## src/rtl/dds_pkg.sv

```systemverilog
// Shared encodings for the dds_bank slice: waveform modes, register map, pipeline latency.
// Latency depends on DDS_BANK_SINE_LUT_EN (sine ROM adds one stage).
package dds_pkg;

  typedef enum logic [1:0] {
    MODE_SAW    = 2'd0,
    MODE_SQUARE = 2'd1,
    MODE_TRI    = 2'd2,
    MODE_SINE   = 2'd3
  } mode_e;

  localparam logic [1:0] REG_TW   = 2'd0;
  localparam logic [1:0] REG_OFF  = 2'd1;
  localparam logic [1:0] REG_CTRL = 2'd2;

  localparam int unsigned CTRL_EN_BIT   = 0;
  localparam int unsigned CTRL_MODE_LSB = 1;

`ifdef DDS_BANK_SINE_LUT_EN
  localparam int unsigned LAT = 3;
`else
  localparam int unsigned LAT = 2;
`endif

endpackage

```

## src/rtl/dds_channel.sv

```systemverilog
// One DDS channel: shadow/active registers, phase accumulator and waveform stage.
// DDS_BANK_SINE_LUT_EN adds a quarter-wave sine ROM stage (all modes delay-balanced).
module dds_channel #(
  parameter int unsigned ACC_W  = 32,
  parameter int unsigned OUT_W  = 8,
  parameter int unsigned LUT_AW = 8
) (
  input  logic             clk,
  input  logic             rst,
  input  logic             wr_en_i,
  input  logic [1:0]       wr_reg_i,
  input  logic [ACC_W-1:0] wr_data_i,
  input  logic             commit_i,
  input  logic             sync_i,
  output logic [OUT_W-1:0] sample_o
);
  import dds_pkg::*;

  if (OUT_W < 2 || OUT_W > ACC_W || LUT_AW < 1 || LUT_AW + 2 > ACC_W) begin : g_bad_cfg
    $error("dds_channel: unsupported ACC_W/OUT_W/LUT_AW combination");
  end

  logic [ACC_W-1:0] sh_tw_q, sh_off_q, act_tw_q, act_off_q;
  logic             sh_en_q, act_en_q;
  mode_e            sh_mode_q, act_mode_q;

  logic [ACC_W-1:0] acc_q, acc_d, off_s1_q;
  logic             en_s1_q;
  mode_e            mode_s1_q;

  logic [OUT_W-1:0] p, wave_d;

  // Non-blocking copy means a same-cycle write stays in the shadow until the next commit.
  always_ff @(posedge clk) begin
    if (rst) begin
      sh_tw_q    <= '0;
      sh_off_q   <= '0;
      sh_en_q    <= 1'b0;
      sh_mode_q  <= MODE_SAW;
      act_tw_q   <= '0;
      act_off_q  <= '0;
      act_en_q   <= 1'b0;
      act_mode_q <= MODE_SAW;
    end else begin
      if (wr_en_i) begin
        case (wr_reg_i)
          REG_TW:   sh_tw_q  <= wr_data_i;
          REG_OFF:  sh_off_q <= wr_data_i;
          REG_CTRL: begin
            sh_en_q   <= wr_data_i[CTRL_EN_BIT];
            sh_mode_q <= mode_e'(wr_data_i[CTRL_MODE_LSB +: 2]);
          end
          default: ;
        endcase
      end
      if (commit_i) begin
        act_tw_q   <= sh_tw_q;
        act_off_q  <= sh_off_q;
        act_en_q   <= sh_en_q;
        act_mode_q <= sh_mode_q;
      end
    end
  end

  always_comb begin
    acc_d = acc_q;
    if (sync_i)        acc_d = '0;
    else if (act_en_q) acc_d = acc_q + act_tw_q;
  end

  // Offset, enable and mode travel with the accumulator so a commit lands coherently.
  always_ff @(posedge clk) begin
    if (rst) begin
      acc_q     <= '0;
      off_s1_q  <= '0;
      en_s1_q   <= 1'b0;
      mode_s1_q <= MODE_SAW;
    end else begin
      acc_q     <= acc_d;
      off_s1_q  <= act_off_q;
      en_s1_q   <= act_en_q;
      mode_s1_q <= act_mode_q;
    end
  end

  assign p = OUT_W'((acc_q + off_s1_q) >> (ACC_W - OUT_W));

  always_comb begin
    wave_d = p;
    case (mode_s1_q)
      MODE_SQUARE: wave_d = {OUT_W{p[OUT_W-1]}};
      MODE_TRI:    wave_d = p[OUT_W-1] ? ~(p << 1) : (p << 1);
      default:     wave_d = p;
    endcase
    if (!en_s1_q) wave_d = '0;
  end

`ifdef DDS_BANK_SINE_LUT_EN
  function automatic logic [OUT_W-2:0] rom_entry(input int unsigned i);
    real a;
    a = (2.0 ** (OUT_W - 1) - 1.0) *
        $sin(3.14159265358979 / 2.0 * (real'(i) + 0.5) / (2.0 ** LUT_AW));
    return (OUT_W-1)'($rtoi(a + 0.5));
  endfunction

  logic [OUT_W-2:0]  rom [2**LUT_AW];
  for (genvar i = 0; i < 2**LUT_AW; i++) begin : g_rom
    localparam logic [OUT_W-2:0] V = rom_entry(i);
    assign rom[i] = V;
  end

  logic [LUT_AW+1:0]  ph_top;
  logic [LUT_AW-1:0]  addr_q;
  logic               neg_q, sine_sel_q;
  logic [OUT_W-1:0]   samp_q, sample_q, sine_val;

  assign ph_top = (LUT_AW+2)'((acc_q + off_s1_q) >> (ACC_W - 2 - LUT_AW));

  always_ff @(posedge clk) begin
    if (rst) begin
      samp_q     <= '0;
      addr_q     <= '0;
      neg_q      <= 1'b0;
      sine_sel_q <= 1'b0;
      sample_q   <= '0;
    end else begin
      samp_q     <= wave_d;
      addr_q     <= ph_top[LUT_AW] ? ~ph_top[LUT_AW-1:0] : ph_top[LUT_AW-1:0];
      neg_q      <= ph_top[LUT_AW+1];
      sine_sel_q <= en_s1_q && (mode_s1_q == MODE_SINE);
      sample_q   <= sine_sel_q ? sine_val : samp_q;
    end
  end

  // Lower half mirrors the upper half about midscale: mid-1-amp == {0, ~amp}.
  assign sine_val = neg_q ? {1'b0, ~rom[addr_q]} : {1'b1, rom[addr_q]};
  assign sample_o = sample_q;
`else
  logic [OUT_W-1:0] sample_q;

  always_ff @(posedge clk) begin
    if (rst) sample_q <= '0;
    else     sample_q <= wave_d;
  end

  assign sample_o = sample_q;
`endif

endmodule

```

## src/rtl/dds_bank.sv

```systemverilog
// NCH-channel DDS bank with shadowed registers and a common commit/sync.
// Optional sine ROM mode is enabled by defining DDS_BANK_SINE_LUT_EN.
module dds_bank #(
  parameter int unsigned NCH    = 2,
  parameter int unsigned ACC_W  = 32,
  parameter int unsigned OUT_W  = 8,
  parameter int unsigned LUT_AW = 8
) (
  input  logic                     clk,
  input  logic                     rst,
  input  logic                     wr_en,
  input  logic [$clog2(NCH)+1:0]   wr_addr,
  input  logic [ACC_W-1:0]         wr_data,
  input  logic                     commit,
  input  logic                     sync,
  output logic [NCH*OUT_W-1:0]     out,
  output logic                     out_valid
);
  import dds_pkg::*;

  localparam int unsigned CH_W = (NCH > 1) ? $clog2(NCH) : 1;

  if (NCH < 1 || NCH > 16) begin : g_bad_nch
    $error("dds_bank: NCH must be in 1..16");
  end

  logic [CH_W-1:0] wr_ch;
  logic [1:0]      wr_reg;

  assign wr_reg = wr_addr[1:0];

  if (NCH > 1) begin : g_ch_multi
    assign wr_ch = wr_addr[CH_W+1:2];
  end else begin : g_ch_single
    assign wr_ch = '0;
  end

  // Channel indices >= NCH match no instance, so such writes fall away.
  for (genvar k = 0; k < NCH; k++) begin : g_chan
    dds_channel #(
      .ACC_W  (ACC_W),
      .OUT_W  (OUT_W),
      .LUT_AW (LUT_AW)
    ) u_chan (
      .clk       (clk),
      .rst       (rst),
      .wr_en_i   (wr_en && (wr_ch == CH_W'(k))),
      .wr_reg_i  (wr_reg),
      .wr_data_i (wr_data),
      .commit_i  (commit),
      .sync_i    (sync),
      .sample_o  (out[k*OUT_W +: OUT_W])
    );
  end

  logic [LAT-1:0] vld_q, vld_d;

  always_comb begin
    vld_d = {vld_q[LAT-2:0], 1'b1};
  end

  always_ff @(posedge clk) begin
    if (rst) vld_q <= '0;
    else     vld_q <= vld_d;
  end

  assign out_valid = vld_q[LAT-1];

endmodule

```

## config.mk

```make
export PLATFORM = sky130hd
export DESIGN_NAME = dds_bank
export DESIGN_NICKNAME = d
export VERILOG_FILES = /design/src/rtl/dds_pkg.sv /design/src/rtl/dds_channel.sv /design/src/rtl/dds_bank.sv
export SDC_FILE = /design/constraint.sdc
export NUM_CORES = 1
export LEC_CHECK = 0
export BUFFER_PORTS_ARGS = -buffer_cell sky130_fd_sc_hd__buf_2
export CAP_MARGIN = 5
export CORE_MARGIN = 2
export CORE_UTILIZATION = 40
export CTS_BUF_LIST = sky130_fd_sc_hd__clkbuf_4
export DETAILED_ROUTE_END_ITERATION = 12
export PLACE_DENSITY = 0.65
export SETUP_SLACK_MARGIN = 0.5
export SLEW_MARGIN = 5
export SYNTH_ARGS = -nofsm -noshare
export SYNTH_HDL_FRONTEND = slang
export SYNTH_HIERARCHICAL = 1
export SYNTH_SLANG_ARGS = --single-unit
```

## constraint.sdc

```tcl
create_clock -name clk -period 7.4 [get_ports clk]
set_input_delay 2.22 -clock clk [delete_from_list [all_inputs] [get_ports clk]]
set_output_delay 2.22 -clock clk [all_outputs]
set_load 0.05 [all_outputs]
```

# Word level (Yosys, flattened, before mapping)
# Index checks and enable logic that the tools add are counted.
dict set report classes {
  addsub 4
  eq_ne 6
  n_mux 5
  n_bitwise 5
  n_reduce_logical 12
}
# operator count
set ops {}
lappend ops {{$add A32 B32 Y32} 4}
lappend ops {{$pmux W8 S2} 2}
lappend ops {{$mux W8} 2}
lappend ops {{$not A8 Y8} 2}
lappend ops {{$reduce_and A2 Y1} 6}
lappend ops {{$eq A2 B1 Y1 const B} 3}
lappend ops {{$eq A2 B2 Y1 const B} 3}
lappend ops {{$reduce_or A2 Y1} 3}
lappend ops {{$not A1 Y1} 3}
lappend ops {{$logic_and A1 B1 Y1} 2}
lappend ops {{$logic_not A2 Y1} 1}
lappend ops {{$mux W1} 1}
dict set report word_totals {
  register_bits 420
  output_inout_bits 17
}

# Longest topological paths before layout
dict set report logic_depth {
  ltp_word 4
  mapped_depth 13
}

# Modules after synthesis
# The synthesis kept the hierarchy.
# module n_inst cells_each area_per_inst_um2
set by_module_without_submodules {}
lappend by_module_without_submodules {{dds_channel at g_chan[0].u_chan} 1 1131 9878.2}
lappend by_module_without_submodules {{dds_channel at g_chan[1].u_chan} 1 1046 9545.4}
lappend by_module_without_submodules {dds_bank 1 6 66.3}

# Worst setup path before layout
# No wires, ideal clock.
dict set report synth_timing {
  path_type {input to register}
  start {input commit}
  end {register g_chan[1].u_chan.act_tw_q[10]}
  arrival_ns 3.511
  required_time_ns 7.272
  setup_slack_ns 3.762
  stages 5
  path_buffers 3
  cell_sequence {clkbuf_1 > clkbuf_1 > buf_1 > mux2i_1 > nor2_1}
}
# element line
set synth_rtl {}
lappend synth_rtl {{start, declared} dds_bank.sv:14} ;# input logic commit,
lappend synth_rtl {{end signal, assigned} dds_channel.sv:57} ;# act_tw_q <= sh_tw_q;
lappend synth_rtl {{end, declared} dds_channel.sv:23} ;# logic [ACC_W-1:0] sh_tw_q, sh_off_q, act_tw_q, act_off_q;

# Worst setup path in the final report
dict set report layout_timing {
  start {register g_chan[0].u_chan.sample_q[6]}
  end {output out[6]}
}
# element line
set layout_rtl {}
lappend layout_rtl {{start, declared} dds_channel.sv:139} ;# logic [OUT_W-1:0] sample_q;
lappend layout_rtl {{start signal, assigned} dds_channel.sv:143} ;# else sample_q <= wave_d;
lappend layout_rtl {{end, declared} dds_bank.sv:16} ;# output logic [NCH*OUT_W-1:0] out,
# No word-level cell between the ends.

==> results.yml <==
global_routing:
  use_met2_pct: 29.2
  grt_pass1_vias: 14800
  grt_pass1_wl_um: 74400
  grt_start_max_net_pins: 134
  grt_antenna_before_repair: 9
  use_met1_pct: 23.7
  top_usage_layer: "met2"
  grt_overflow: 0
  met3_usage_pct: 5.15
  track_usage_pct: 18.3
logic_synthesis:
  yosys.area_share.simple_pct: 18.4
  synth_commonest_cells: "dfxtp_1 (420), nand2_1 (326), nor2_1 (232)"
  yosysWarnings: 6
  yosys.area.top_type_share_pct: 43.1
  synth-xor-area-share_pct: 3.67
  synth_cell_types: 93
  postSynthAreaPerCell_um2: 8.93
  synth_compound_area_share_pct: 14.4
  synth_top_family_by_area: "simple AND/OR/NAND/NOR gates"
  synthArstFlopShare_pct: 0
  yosysTopAreaCell: "dfxtp_1"
  synth.most_common_cell: "dfxtp_1"
  synth_seq_cells: 420
  synth_edf_count: 0
  synth_mux_area_share_pct: 9.20
  synth-main-ff-cell: "dfxtp_1"
  yosysSeqAreaShare_pct: 43.1
  syn-instance-count: 2183
  netlist_area_mm2: 0.0195
  synth_area_leaders: "dfxtp_1 (43%), mux2i_1 (9.1%), ha_1 (8.1%), nand2_1 (6.3%), a21oi_1 (5.6%)"
  synth_nets: 2351
  yosys.area_share.adder_pct: 8.29
place:
  placed_area_mm2: 0.0202
  dpl.hpwl_um: 32000
  numPortBuffers: 56
  gp_congestion: 0.959
worst_hold_path:
  min_path_type: "reg -> reg"
flow_run:
  maxCapViolations: 0
routing:
  drt-initial-drc-count: 873
  vias: 15400
  avgRoutedWirePerCell_um: 15.7
  drc: 0
  viasPerCell: 5.25
  wirelength_um: 46200
  dr.pass1.iters: 5
  antenna_left: 0
critical_path:
  crit_buf_inv: 1
  worstPathRequired_ns: 5.18
  cp_slowest_cell: "dfxtp_1"
  path_cells: "buf_2"
  crit_family: "flip-flops"
  critPathMaxStageDelay_ns: 0.31
  worstPathArrival_ns: 1.35
  end_kind: "primary output"
  critPathKind: "reg -> out"
  start_kind: "flip-flop"
  cp_max_fo: 1
power:
  powerDensity_mw_per_mm2: 203
  total_power_mw: 4.36
  leakagePower_nw: 9.22
  ir_drop_v: 0.000147
cts:
  htreeDepth: 3
  cts.sinks: 420
  cts_tree: "done"
  cts_setup_buffers: 0
  cts_resized: 0
  clk_pin_slew_ns: 0.08
  clockBufferDepth: 3
  ctsHoldBuffers: 0
  insertion_delay_ns: 0.79
  clock-root-buffer: "clkbuf_4"
  cts_made_buffers: 103
layout:
  multiInputGateArea_mm2: 0.0105
  drive_above_1_share_pct: 11.8
  nNetsFinal: 2410
  area_growth_pct: 10.4
  final_area_mm2: 0.0215
  num-fill-cells: 4705
  seqCellArea_mm2: 0.00841
sta:
  hold_viol_final: 0
  fin_crit_sh_pct: 48.2
  fmax_ghz: 0.280
  min_period_ns: 3.57
  worst_pin_slew_ns: 1.20
  final_max_slew_viol_count: 0
  setup_violations: 0
  fin_setup_tns_ns: 0
  fin_skew_ns: 0.0325
  slew_headroom_pct: 19.3
  grt_setup_unrepaired: "no"
die:
  core_mm2: 0.0479
  dieHeight_um: 225
  dieArea_mm2: 0.0505
  num_io_pins: 57
  die_w_um: 225
  row_count: 80
  start_util_pct: 40.6
run_status:
  outcome: "finished clean"
==> report_power, final <==
part           switching, mW  internal [mW]  total, mW
clock                  0.921          0.974       1.90
combinational          0.117         0.0539      0.171
sequential            0.0140           2.29       2.30
total                   1.05           3.31       4.36
==> layer usage <==
metal	wire (um)	share of wire [%]	vias to the layer above
met5	52	0.11	-
met4	1310	2.8	8
met3	2930	6.3	94
met2	20500	44	349
met1	21300	46	7246
li1	-	-	7736
==> state kept, by name, indices dropped and copies added, names as in the netlist <==
| register | flops |
|---|---|
| g_chan.u_chan/mode_s1_q | 4 |
| g_chan.u_chan/act_tw_q | 64 |
| g_chan.u_chan/sh_en_q | 2 |
| g_chan.u_chan/sh_off_q | 64 |
| g_chan.u_chan/acc_q | 64 |
| g_chan.u_chan/act_off_q | 64 |
| vld_q | 2 |
| g_chan.u_chan/sh_tw_q | 64 |
| g_chan.u_chan/sample_o | 16 |
| g_chan.u_chan/sh_mode_q | 4 |
| g_chan.u_chan/act_mode_q | 4 |
| g_chan.u_chan/en_s1_q | 2 |
| g_chan.u_chan/off_s1_q | 64 |
| g_chan.u_chan/act_en_q | 2 |
==> cell type report <==
type	instances	share of cell area, %
clock buffer	145	5.06
timing repair buffer	66	1.73
inverter	33	0.576
antenna	6	0.0698
clock inverter	36	0.954
sequential	420	39.1
multi-input combinational	1618	48.9
tap	615	3.58
==> kinds of logic after synthesis <==
kind of cell,count (synthesis)
muxes,179
and+or+nand+nor,794
adders and majority gates,128
xor gates and xnor gates,73
DFF,420
AOI/OAI and AO/OA,444
buffers and inverters,145
==> path summary, 6_finish.rpt <==
kind | from | to | slack, ns | cells after the start
min reg2reg | vld_q[0] | vld_q[1] | 0.44 | 1
max reg2reg | g_chan[0].u_chan/acc_q[10] | g_chan[0].u_chan/sample_o[1] | 3.84 | 10
min | vld_q[0] | vld_q[1] | 0.44 | 1
max | g_chan[0].u_chan/sample_o[6] | out[6] | 3.83 | 1
==> through the flow <==
stage | util [%] | std cells | setup slack (ns) | hold WS [ns]
6_report | 44.9 | 2939 | 3.83 | 0.440
5_1_grt | 44.8 | 2936 | 3.60 | 0.463
4_1_cts | 44.8 | 2933 | 3.75 | 0.448
3_5_place_dp | 42.1 | 2752 | 3.27 | 0.433
3_3_place_gp | 42.1 | 2752 | 3.32 | 0.421
2_1_floorplan | - | 2183 | 3.76 | 0.414
==> cells in the final DEF, fill, tap and decap left out, drive strengths merged, types with 44 or more instances in the layout <==
cell / n
mux2i: 178
nor2b: 83
clkbuf: 145
dfxtp: 420
o21ai: 61
xnor2: 48
buf: 66
ha: 126
nor2: 233
a21oi: 220
a21o: 44
nand2: 326
Power figures use the tool's default switching activity.
